**src/rtl/dac16_rx.sv**
```systemverilog
// dac16_rx: oversampling receiver for 24-bit SYNC/SCLK/DIN DAC frames (MSB first).
// Optional build macro DAC16_RX_CTRL_CHECK_EN rejects frames with a nonzero control field.
`timescale 1ns/1ps
module dac16_rx #(
    parameter int FRAME_BITS = 24,
    parameter int DATA_BITS  = 16
) (
    input  logic                             CLK_50,
    input  logic                             RESET_N,
    input  logic                             SYNC,
    input  logic                             SCLK,
    input  logic                             DIN,
    output logic [DATA_BITS-1:0]             DATA16,
    output logic [FRAME_BITS-DATA_BITS-1:0]  CTRL8,
    output logic                             VALID,
    output logic                             FRAME_ERR,
    output logic                             BUSY,
    output logic [7:0]                       FRAME_CNT
);
    localparam int              CNT_W    = 5;
    localparam logic [CNT_W-1:0] CNT_FULL = CNT_W'(FRAME_BITS);
    localparam logic [CNT_W-1:0] CNT_SAT  = CNT_W'(FRAME_BITS + 1);

    typedef enum logic [1:0] {
        ST_IDLE  = 2'd0,
        ST_SHIFT = 2'd1,
        ST_DONE  = 2'd2
    } state_t;

    state_t                  state_r, state_next_s;
    logic [2:0]              sync_q_r, sclk_q_r;
    logic [1:0]              din_q_r;
    logic [1:0]              settle_r;
    logic                    armed_r;
    logic [FRAME_BITS-1:0]   shreg_r;
    logic [CNT_W-1:0]        bitcnt_r;
    logic                    sync_rise_s, sync_fall_s, sclk_rise_s;
    logic [CNT_W-1:0]        cnt_inc_s, cnt_upd_s;
    logic                    ctrl_bad_s;
    logic                    busy_s, valid_s, err_s;

    // Input synchronisers plus edge-detect stage; idle levels are SYNC=1, SCLK=0, DIN=0
    always_ff @(posedge CLK_50 or negedge RESET_N) begin
        if (!RESET_N) begin
            sync_q_r <= 3'b111;
            sclk_q_r <= 3'b000;
            din_q_r  <= 2'b00;
        end else begin
            sync_q_r <= {sync_q_r[1:0], SYNC};
            sclk_q_r <= {sclk_q_r[1:0], SCLK};
            din_q_r  <= {din_q_r[0], DIN};
        end
    end

    // A SYNC fall only counts once the synchronised line has been seen high after reset,
    // so a frame already in progress at reset release is dropped
    always_ff @(posedge CLK_50 or negedge RESET_N) begin
        if (!RESET_N) begin
            settle_r <= 2'd0;
            armed_r  <= 1'b0;
        end else begin
            settle_r <= (settle_r == 2'd3) ? settle_r : settle_r + 2'd1;
            armed_r  <= armed_r | ((settle_r == 2'd3) & sync_q_r[1] & sync_q_r[2]);
        end
    end

    assign sync_rise_s = sync_q_r[1] & ~sync_q_r[2];
    assign sync_fall_s = ~sync_q_r[1] & sync_q_r[2] & armed_r;
    assign sclk_rise_s = sclk_q_r[1] & ~sclk_q_r[2];
    assign cnt_inc_s   = (bitcnt_r == CNT_SAT) ? bitcnt_r : bitcnt_r + 5'd1;
    // Close is judged on the count including a bit clocked in the same cycle
    assign cnt_upd_s   = sclk_rise_s ? cnt_inc_s : bitcnt_r;

`ifdef DAC16_RX_CTRL_CHECK_EN
    assign ctrl_bad_s = |shreg_r[FRAME_BITS-1:DATA_BITS];
`else
    assign ctrl_bad_s = 1'b0;
`endif

    // FSM state register
    always_ff @(posedge CLK_50 or negedge RESET_N) begin
        if (!RESET_N) begin
            state_r <= ST_IDLE;
        end else begin
            state_r <= state_next_s;
        end
    end

    // FSM next-state logic
    always_comb begin
        state_next_s = state_r;
        case (state_r)
            ST_IDLE: begin
                if (sync_fall_s) state_next_s = ST_SHIFT;
                else             state_next_s = ST_IDLE;
            end
            ST_SHIFT: begin
                if (sync_rise_s) state_next_s = (cnt_upd_s == CNT_FULL) ? ST_DONE : ST_IDLE;
                else             state_next_s = ST_SHIFT;
            end
            ST_DONE:  state_next_s = ST_IDLE;
            default:  state_next_s = ST_IDLE;
        endcase
    end

    // FSM output decode, registered below
    always_comb begin
        busy_s  = 1'b0;
        valid_s = 1'b0;
        err_s   = 1'b0;
        case (state_r)
            ST_IDLE: begin
                busy_s = (state_next_s == ST_SHIFT);
            end
            ST_SHIFT: begin
                busy_s = (state_next_s != ST_IDLE);
                err_s  = sync_rise_s & (cnt_upd_s != CNT_FULL);
            end
            ST_DONE: begin
                valid_s = ~ctrl_bad_s;
                err_s   = ctrl_bad_s;
            end
            default: begin
                busy_s  = 1'b0;
                valid_s = 1'b0;
                err_s   = 1'b0;
            end
        endcase
    end

    // Deserialiser: shift register and saturating bit counter
    always_ff @(posedge CLK_50 or negedge RESET_N) begin
        if (!RESET_N) begin
            shreg_r  <= '0;
            bitcnt_r <= 5'd0;
        end else if (state_r == ST_IDLE && sync_fall_s) begin
            shreg_r  <= '0;
            bitcnt_r <= 5'd0;
        end else if (state_r == ST_SHIFT && sclk_rise_s) begin
            shreg_r  <= {shreg_r[FRAME_BITS-2:0], din_q_r[1]};
            bitcnt_r <= cnt_inc_s;
        end else begin
            shreg_r  <= shreg_r;
            bitcnt_r <= bitcnt_r;
        end
    end

    // Output registers; frame fields and count only change on a good frame
    always_ff @(posedge CLK_50 or negedge RESET_N) begin
        if (!RESET_N) begin
            BUSY      <= 1'b0;
            VALID     <= 1'b0;
            FRAME_ERR <= 1'b0;
            DATA16    <= '0;
            CTRL8     <= '0;
            FRAME_CNT <= 8'd0;
        end else begin
            BUSY      <= busy_s;
            VALID     <= valid_s;
            FRAME_ERR <= err_s;
            if (valid_s) begin
                DATA16    <= shreg_r[DATA_BITS-1:0];
                CTRL8     <= shreg_r[FRAME_BITS-1:DATA_BITS];
                FRAME_CNT <= FRAME_CNT + 8'd1;
            end else begin
                DATA16    <= DATA16;
                CTRL8     <= CTRL8;
                FRAME_CNT <= FRAME_CNT;
            end
        end
    end
endmodule

```
**config.mk**
```make
export PLATFORM = sky130hd
export DESIGN_NAME = dac16_rx
export DESIGN_NICKNAME = d
export VERILOG_FILES = /design/src/rtl/dac16_rx.sv
export SDC_FILE = /design/constraint.sdc
export NUM_CORES = 1
export LEC_CHECK = 0
export CORE_UTILIZATION = 25
export CTS_CLUSTER_SIZE = 16
export DETAILED_ROUTE_END_ITERATION = 8
export PLACE_DENSITY_LB_ADDON = 0.05
export SETUP_SLACK_MARGIN = 0.05
export SYNTH_ARGS = -nofsm -noshare
export SYNTH_HDL_FRONTEND = slang
export SYNTH_SLANG_ARGS = --single-unit
export TNS_END_PERCENT = 30
```
**constraint.sdc**
```tcl
create_clock -name CLK_50 -period 4.5 [get_ports CLK_50]
set_input_delay 0.9 -clock CLK_50 [delete_from_list [all_inputs] [get_ports CLK_50]]
set_output_delay 0.9 -clock CLK_50 [all_outputs]
set_load 0.1 [all_outputs]
```
==> results.txt, run 1 <==
Power share of the sequential group -> 0.435
Part of the Yosys area used for sequential elements -> 0.638
Overall global routing resource usage -> 0.114
Highest Clock Rate -> 353 MHz
Area inside the core boundary -> 0.0116 mm²
Number of synthesized register bits -> 77
Post-synth top area cell -> sky130_fd_sc_hd__dfrtp_1
Number of pins with negative max-slew slack in the final report -> 0
Growth of design area from synthesis to finish -> 28.7%
Routed Wire Length -> 6.44 mm
Detail Placement HPWL -> 3.69 mm
Iteration-0 DRC count of the detailed router -> 131
Antenna cell count -> 0
Clock tree from TritonCTS -> built
Fraction of final layout cells with drive strength greater than 1 -> 0.108
Maximum clock insertion buffer count -> 2
Total die area -> 0.0126 mm²
Largest clock skew in the final design -> 0.00555 ns
Synth top cells by count -> sky130_fd_sc_hd__nand2_1 (83), sky130_fd_sc_hd__dfrtp_1 (74), sky130_fd_sc_hd__a22o_1 (25)
Async set-reset flop share out of synthesis -> 1.00
Cell breakdown of the critical path -> clkdlybuf4s50_1
Site Rows -> 39
Number of cells on the critical path -> 1
Crit share post-route -> 0.629
Setup Viol. Count Final -> 0
Post-Syn Area -> 0.00303 mm²
Clock insertion delay at the later pin of the skew report -> 0.33 ns
Total number of nets in the final design -> 310
Switching Fraction -> 0.221
Pwr dens -> 435 mW/mm²
Post-detailed-route DRC marker count -> 1
Final ANT Viol Nets -> 0
Number of antenna violations at the first check in global routing -> 0
Grt total ovfl -> 0
Critical path required time -> 3.60 ns
Hold-fix buffers, CTS -> 0
Vert. Die Dim -> 112 µm
Gate count of the mapped netlist -> 260
Syn nets -> 269
CP Data Arrival Time -> 1.93 ns
First-pass iteration count of the detailed router -> 6
Number of levels the H-tree was split into -> 3
Max incr delay on CP -> 1.17 ns
Count of different cell masters after synthesis -> 41
Time the final worst path needs with I/O delays and setup -> 2.83 ns
Hold Violations, Final -> 0
Cells taking the most area after synthesis -> sky130_fd_sc_hd__dfrtp_1 (61%), sky130_fd_sc_hd__nand2_1 (10%), sky130_fd_sc_hd__a22o_1 (7.2%), sky130_fd_sc_hd__dfstp_2 (2.6%), sky130_fd_sc_hd__xnor2_1 (2.3%)
Per-instance average area after synthesis -> 11.6 µm²
Internal power -> 1320 µW
Via count of the first global-routing pass -> 2,151
Maxcap violations -> 0
Number of instances resized during post-cts repair -> 0
Vias/cell -> 4.47
Transition at the pin with the smallest max-transition slack -> 1.00 ns
Number of top-level design ports -> 40
Clk network pwr share -> 0.503
Most used flip-flop cell after synthesis -> sky130_fd_sc_hd__dfrtp_1
Sw power -> 374 µW
Routed WL per cell -> 14.4 µm
Minimum setup slack after placement -> 2.03 ns
Post-CTS setup buffer count -> 0
Initial core utilization -> 0.261
Share of the core filled with cells -> 0.336
Crit Path Class -> reg -> out
RSZ-0062 raised after global routing -> no
Number of buffers added by the clock tree synthesis step -> 9
Count of buffers inserted at the top-level ports -> 39
Length in cells of the worst reg-to-reg path -> 6
Kind of start point of the critical path -> flip-flop
WHS Path Cells -> 0
Setup slack of the critical path after layout -> 1.67 ns
Yosys synthesis warning count -> 0
Number of enable flip-flop cells after synthesis -> 0
Classification of the worst-slack hold path -> reg -> reg
First-pass GRT wire length -> 11.0 mm
Maximum fanout along the worst path -> 5
Clock sink total -> 77
Synth top area share -> 0.612
Pleak -> 0.00184 µW
Via count -> 2,003
Capturing element type of the critical path -> output pin
CTS Root Buffer Type -> sky130_fd_sc_hd__clkbuf_16
Result of the run -> finished, violations left
Total negative setup slack -> 0 ns
Global placement routability congestion -> 0.712
Portion of total power attributed to combinational logic -> 0.061
CP max stage cell -> sky130_fd_sc_hd__clkdlybuf4s50_1
Worst relative slew slack -> 0.329
Buffers & Inverters on Critical Path -> 1
Total power -> 1700 µW
Fillers -> 1,197
Top delay family on crit path -> buffers and inverters
Die Width -> 112 µm
Maximum number of pins on one net before global-route repair -> 52
Peak supply drop -> 0.000228 V
Library cell with the highest instance count after synthesis -> sky130_fd_sc_hd__nand2_1
Violations in the final reports -> design-rule violations
Clock Pin Slew Worst Setup and Hold Paths -> 0.06 ns
==> state kept, by name, summed over array words and instances (netlist names) <==
register / cells
VALID: 1
FRAME_ERR: 1
shreg_r: 24
FRAME_CNT: 8
settle_r: 2
state_r: 2
DATA16: 16
BUSY: 1
bitcnt_r: 5
din_q_r: 2
CTRL8: 8
armed_r: 1
sync_q_r: 3
sclk_q_r: 3
==> area by class of cell <==
type / count / area (µm²) / share of cell area
multi-input combinational: 167 / 1010 / 0.260
sequential: 77 / 1930 / 0.495
timing repair buffer: 42 / 410 / 0.105
clock inverter: 4 / 95.1 / 0.0244
clock buffer: 11 / 253 / 0.0648
tap: 143 / 179 / 0.0459
inverter: 4 / 15.0 / 0.00385
==> cell families after synthesis <==
family                     Yosys count  synth area share
and+or+nand+nor                    107             0.157
DFF                                 77             0.638
AOI/OAI and AO/OA                   43             0.117
buffers and inverters               16            0.0273
xor gates and xnor gates            10            0.0289
adders and majority gates            4            0.0165
muxes                                3            0.0161
==> path summary, 6_finish.rpt <==
check,start,endpoint,slack [ns]
max,FRAME_CNT[0],FRAME_CNT[0],1.67
min,sclk_q_r[0],sclk_q_r[1],0.35
max reg2reg,state_r[0],FRAME_CNT[6],2.23
min reg2reg,sclk_q_r[0],sclk_q_r[1],0.35
max in group asynchronous,RESET_N,shreg_r[1],3.05
min in group asynchronous,RESET_N,FRAME_CNT[5],0.60
==> per-stage QoR <==
stage | instance area [µm²] | hold slack [ns] | std cells
after global routing | 3900 | 0.352 | 448
after global placement | 3550 | 0.335 | 433
after floorplan | 3030 | 0.331 | 260
final | 3900 | 0.348 | 448
after detailed placement | 3550 | 0.337 | 433
after CTS | 3900 | 0.351 | 448
==> cell usage in the layout (no fill, tap or decap), drive strengths merged, types with 2 or more instances in the layout <==
master and count:
xor2 2, dfstp 3, nand2 83, clkbuf 11, nand4 3, o21ai 9
xnor2 8, mux2 2, a22o 26, nor2b 2, ha 4, inv 4
nor2 2, dfrtp 74, a21boi 2, and3 2, buf 4, nand3b 2
nand3 3, clkdlybuf4s50 38, nor3 2, bufinv 3
==> routing by layer <==
layer / wire (µm) / GRT usage / vias to the layer above
li1: - / - / 965
met1: 3290 / 0.153 / 994
met2: 2780 / 0.169 / 36
met3: 277 / 0.0427 / 8
met4: 94 / 0.0427 / 0
met5: 0 / 0 / -
==> power by group through the flow <==
| stage | Combinational, µW | Sequential (µW) | Clock, µW |
|---|---|---|---|
| 6_report | 104 | 738 | 854 |
| 5_1_grt | 117 | 742 | 910 |
| 4_1_cts | 108 | 738 | 887 |
| 3_5_place_dp | 107 | 750 | 0 |
| 3_3_place_gp | 107 | 751 | 0 |
| 2_1_floorplan | 62.7 | 754 | 0 |
No activity file was read; power rests on OpenSTA's default activity.
==> run 2, diff against run 1 <==
==> constraint.sdc (replaced) <==
create_clock -name CLK_50 -period 2.75 [get_ports CLK_50]
set_input_delay 0.55 -clock CLK_50 [delete_from_list [all_inputs] [get_ports CLK_50]]
set_output_delay 0.55 -clock CLK_50 [all_outputs]
set_load 0.1 [all_outputs]
==> run 2 against run 1 <==
Effect of this change: the run still ends with design-rule violations left; sequential power up 64%; largest cell class unchanged; design area down 2.6%; total power up 51%; critical endpoint is now FRAME_ERR; core utilization down 0.86 points.
==> results.txt, run 2 (same netlist as run 1, synthesis figures left out) <==
Largest regs -> shreg_r x24, DATA16 x16
CP Data Arrival Time -> 2.00 ns (+0.07 ns)
Transition at the pin with the smallest max-transition slack -> 0.623 ns (-0.379 ns)
Violations in the final reports -> design-rule violations
Die Width -> 112 µm (unchanged)
Max incr delay on CP -> 0.45 ns (-0.72 ns)
First-pass GRT wire length -> 10.8 mm (-2.4%)
Total power -> 2560 µW (+51%)
Number of antenna violations at the first check in global routing -> 0 (unchanged)
Highest Clock Rate -> 564 MHz
Highest-count cells in the layout ignoring fill and taps -> sky130_fd_sc_hd__nand2_1 (83), sky130_fd_sc_hd__dfrtp_1 (74), sky130_fd_sc_hd__buf_4 (42)
Fraction of final layout cells with drive strength greater than 1 -> 0.232 (+0.124)
Count of buffers inserted at the top-level ports -> 39 (unchanged)
Hold-fix buffers, CTS -> 0 (unchanged)
Minimum setup slack after placement -> 0.977 ns (-1.05 ns)
Setup Viol. Count Final -> 0 (unchanged)
Pwr dens -> 675 mW/mm² (+55%)
Maximum number of pins on one net before global-route repair -> 33 (-37%)
Setup slack of the critical path after layout -> 0.976 ns (-0.694 ns)
Site Rows -> 39 (unchanged)
Number of buffers added by the clock tree synthesis step -> 9 (unchanged)
First-pass iteration count of the detailed router -> 6 (unchanged)
Initial core utilization -> 0.261 (unchanged)
Number of pins with negative max-slew slack in the final report -> 0 (unchanged)
Post-placement cell area -> 0.00350 mm² (-1.3%)
Final Cell Area -> 0.00380 mm² (-2.6%)
Total number of nets in the final design -> 314 (+1.3%)
Growth of design area from synthesis to finish -> 25.4%
Routed WL per cell -> 13.9 µm (-3.1%)
Number of instances resized during post-cts repair -> 0 (unchanged)
Cell breakdown of the critical path -> ha_1 > a311o_2 > a21boi_2 > o2111ai_2 > and3_1
Capturing element type of the critical path -> flip-flop
Classification of the worst-slack hold path -> in -> async
Hold Violations, Final -> 0 (unchanged)
Critical path required time -> 2.98 ns (-0.62 ns)
Grt total ovfl -> 0 (unchanged)
Top reg by flops -> shreg_r
Iteration-0 DRC count of the detailed router -> 86 (-34%)
Result of the run -> finished, violations left
Final ANT Viol Nets -> 0 (unchanged)
Post-detailed-route DRC marker count -> 1 (unchanged)
Most common cell after layout, fill and taps aside -> sky130_fd_sc_hd__nand2_1
Number of top-level design ports -> 40 (unchanged)
Via count of the first global-routing pass -> 2,045 (-4.9%)
Clock sink total -> 77 (unchanged)
Overall global routing resource usage -> 0.113 (-0.00121)
Maximum fanout along the worst path -> 8 (+3)
Total die area -> 0.0126 mm² (unchanged)
Clock insertion delay at the later pin of the skew report -> 0.34 ns (about the same)
Crit Path Class -> reg -> reg
Time the final worst path needs with I/O delays and setup -> 1.77 ns
CTS Root Buffer Type -> sky130_fd_sc_hd__clkbuf_16
Maxcap violations -> 0 (unchanged)
Peak supply drop -> 0.000353 V (+55%)
Pleak -> 0.00191 µW (+4.0%)
Area inside the core boundary -> 0.0116 mm² (unchanged)
Detail Placement HPWL -> 3.98 mm (+7.7%)
Global placement routability congestion -> 0.751 (+5.5%)
Crit share post-route -> 0.645
Vias/cell -> 4.39 (-1.8%)
Clock Pin Slew Worst Setup and Hold Paths -> 0.06 ns (about the same)
RSZ-0062 raised after global routing -> no
Kind of start point of the critical path -> flip-flop
Maximum clock insertion buffer count -> 2 (unchanged)
Total negative setup slack -> 0 ns (unchanged)
Flip-flop count of the largest register after layout -> 24 (unchanged)
Share of the core filled with cells -> 0.327 (-0.00862)
Vert. Die Dim -> 112 µm (unchanged)
Post-CTS setup buffer count -> 0 (unchanged)
Number of levels the H-tree was split into -> 3 (unchanged)
CP max stage cell -> sky130_fd_sc_hd__dfrtp_1
Clock tree from TritonCTS -> built
Via count -> 1,988 (-0.75%)
Antenna cell count -> 0 (unchanged)
Largest clock skew in the final design -> 0.00555 ns (-0.00000294 ns)
Worst relative slew slack -> 0.579 (+0.249)
Routed Wire Length -> 6.32 mm (-2.0%)
## run 2: critical path, delay by kind of cell (launching register included)
family          cells  cell delay (ns)
compound gates      3             0.70
fa+ha+maj           1             0.29
flops               1             0.45
simple gates        1             0.21
## run 2: final timing paths
path	startpoint	end	cells after the start	slack (ns)
max in group asynchronous	RESET_N	sync_q_r[2]	2	1.91
min in group CLK_50	sclk_q_r[0]	sclk_q_r[1]	0	0.34
setup / recovery	bitcnt_r[0]	FRAME_ERR	5	0.98
setup reg to reg	bitcnt_r[0]	FRAME_ERR	5	0.98
hold reg to reg	sclk_q_r[0]	sclk_q_r[1]	0	0.34
hold / removal	RESET_N	FRAME_CNT[5]	1	0.16
## run 2: layout make-up
type	instances	area [µm²]
inverter	4	15.0
timing repair buffer	46	365
clock inverter	5	50.0
sequential	77	1930
tap	143	179
fill	1186	7820
clock buffer	11	243
multi-input combinational	167	1010
## run 2: stage by stage
| step | hold slack [ns] | cells |
|---|---|---|
| 2_1_floorplan | 0.254 | 260 |
| 3_3_place_gp | 0.334 | 437 |
| 3_5_place_dp | 0.336 | 437 |
| 4_1_cts | 0.178 | 453 |
| 5_1_grt | 0.188 | 453 |
| 6_report | 0.162 | 453 |
## run 2: power breakdown
part           leakage, µW  internal [µW]  switching (µW)
Sequential         0.00103           1170            38.2
Combinational     0.000736           70.3             107
Clock             0.000149            721             456
## run 2: per-layer routing
metal / part of all wire / up-vias / track usage / wire [µm]
met5: 0 / - / 0 / 0
met4: 0.015 / 0 / 0.0480 / 96
met3: 0.048 / 11 / 0.0459 / 303
met2: 0.42 / 35 / 0.158 / 2650
met1: 0.52 / 968 / 0.154 / 3270
li1: - / 974 / - / -
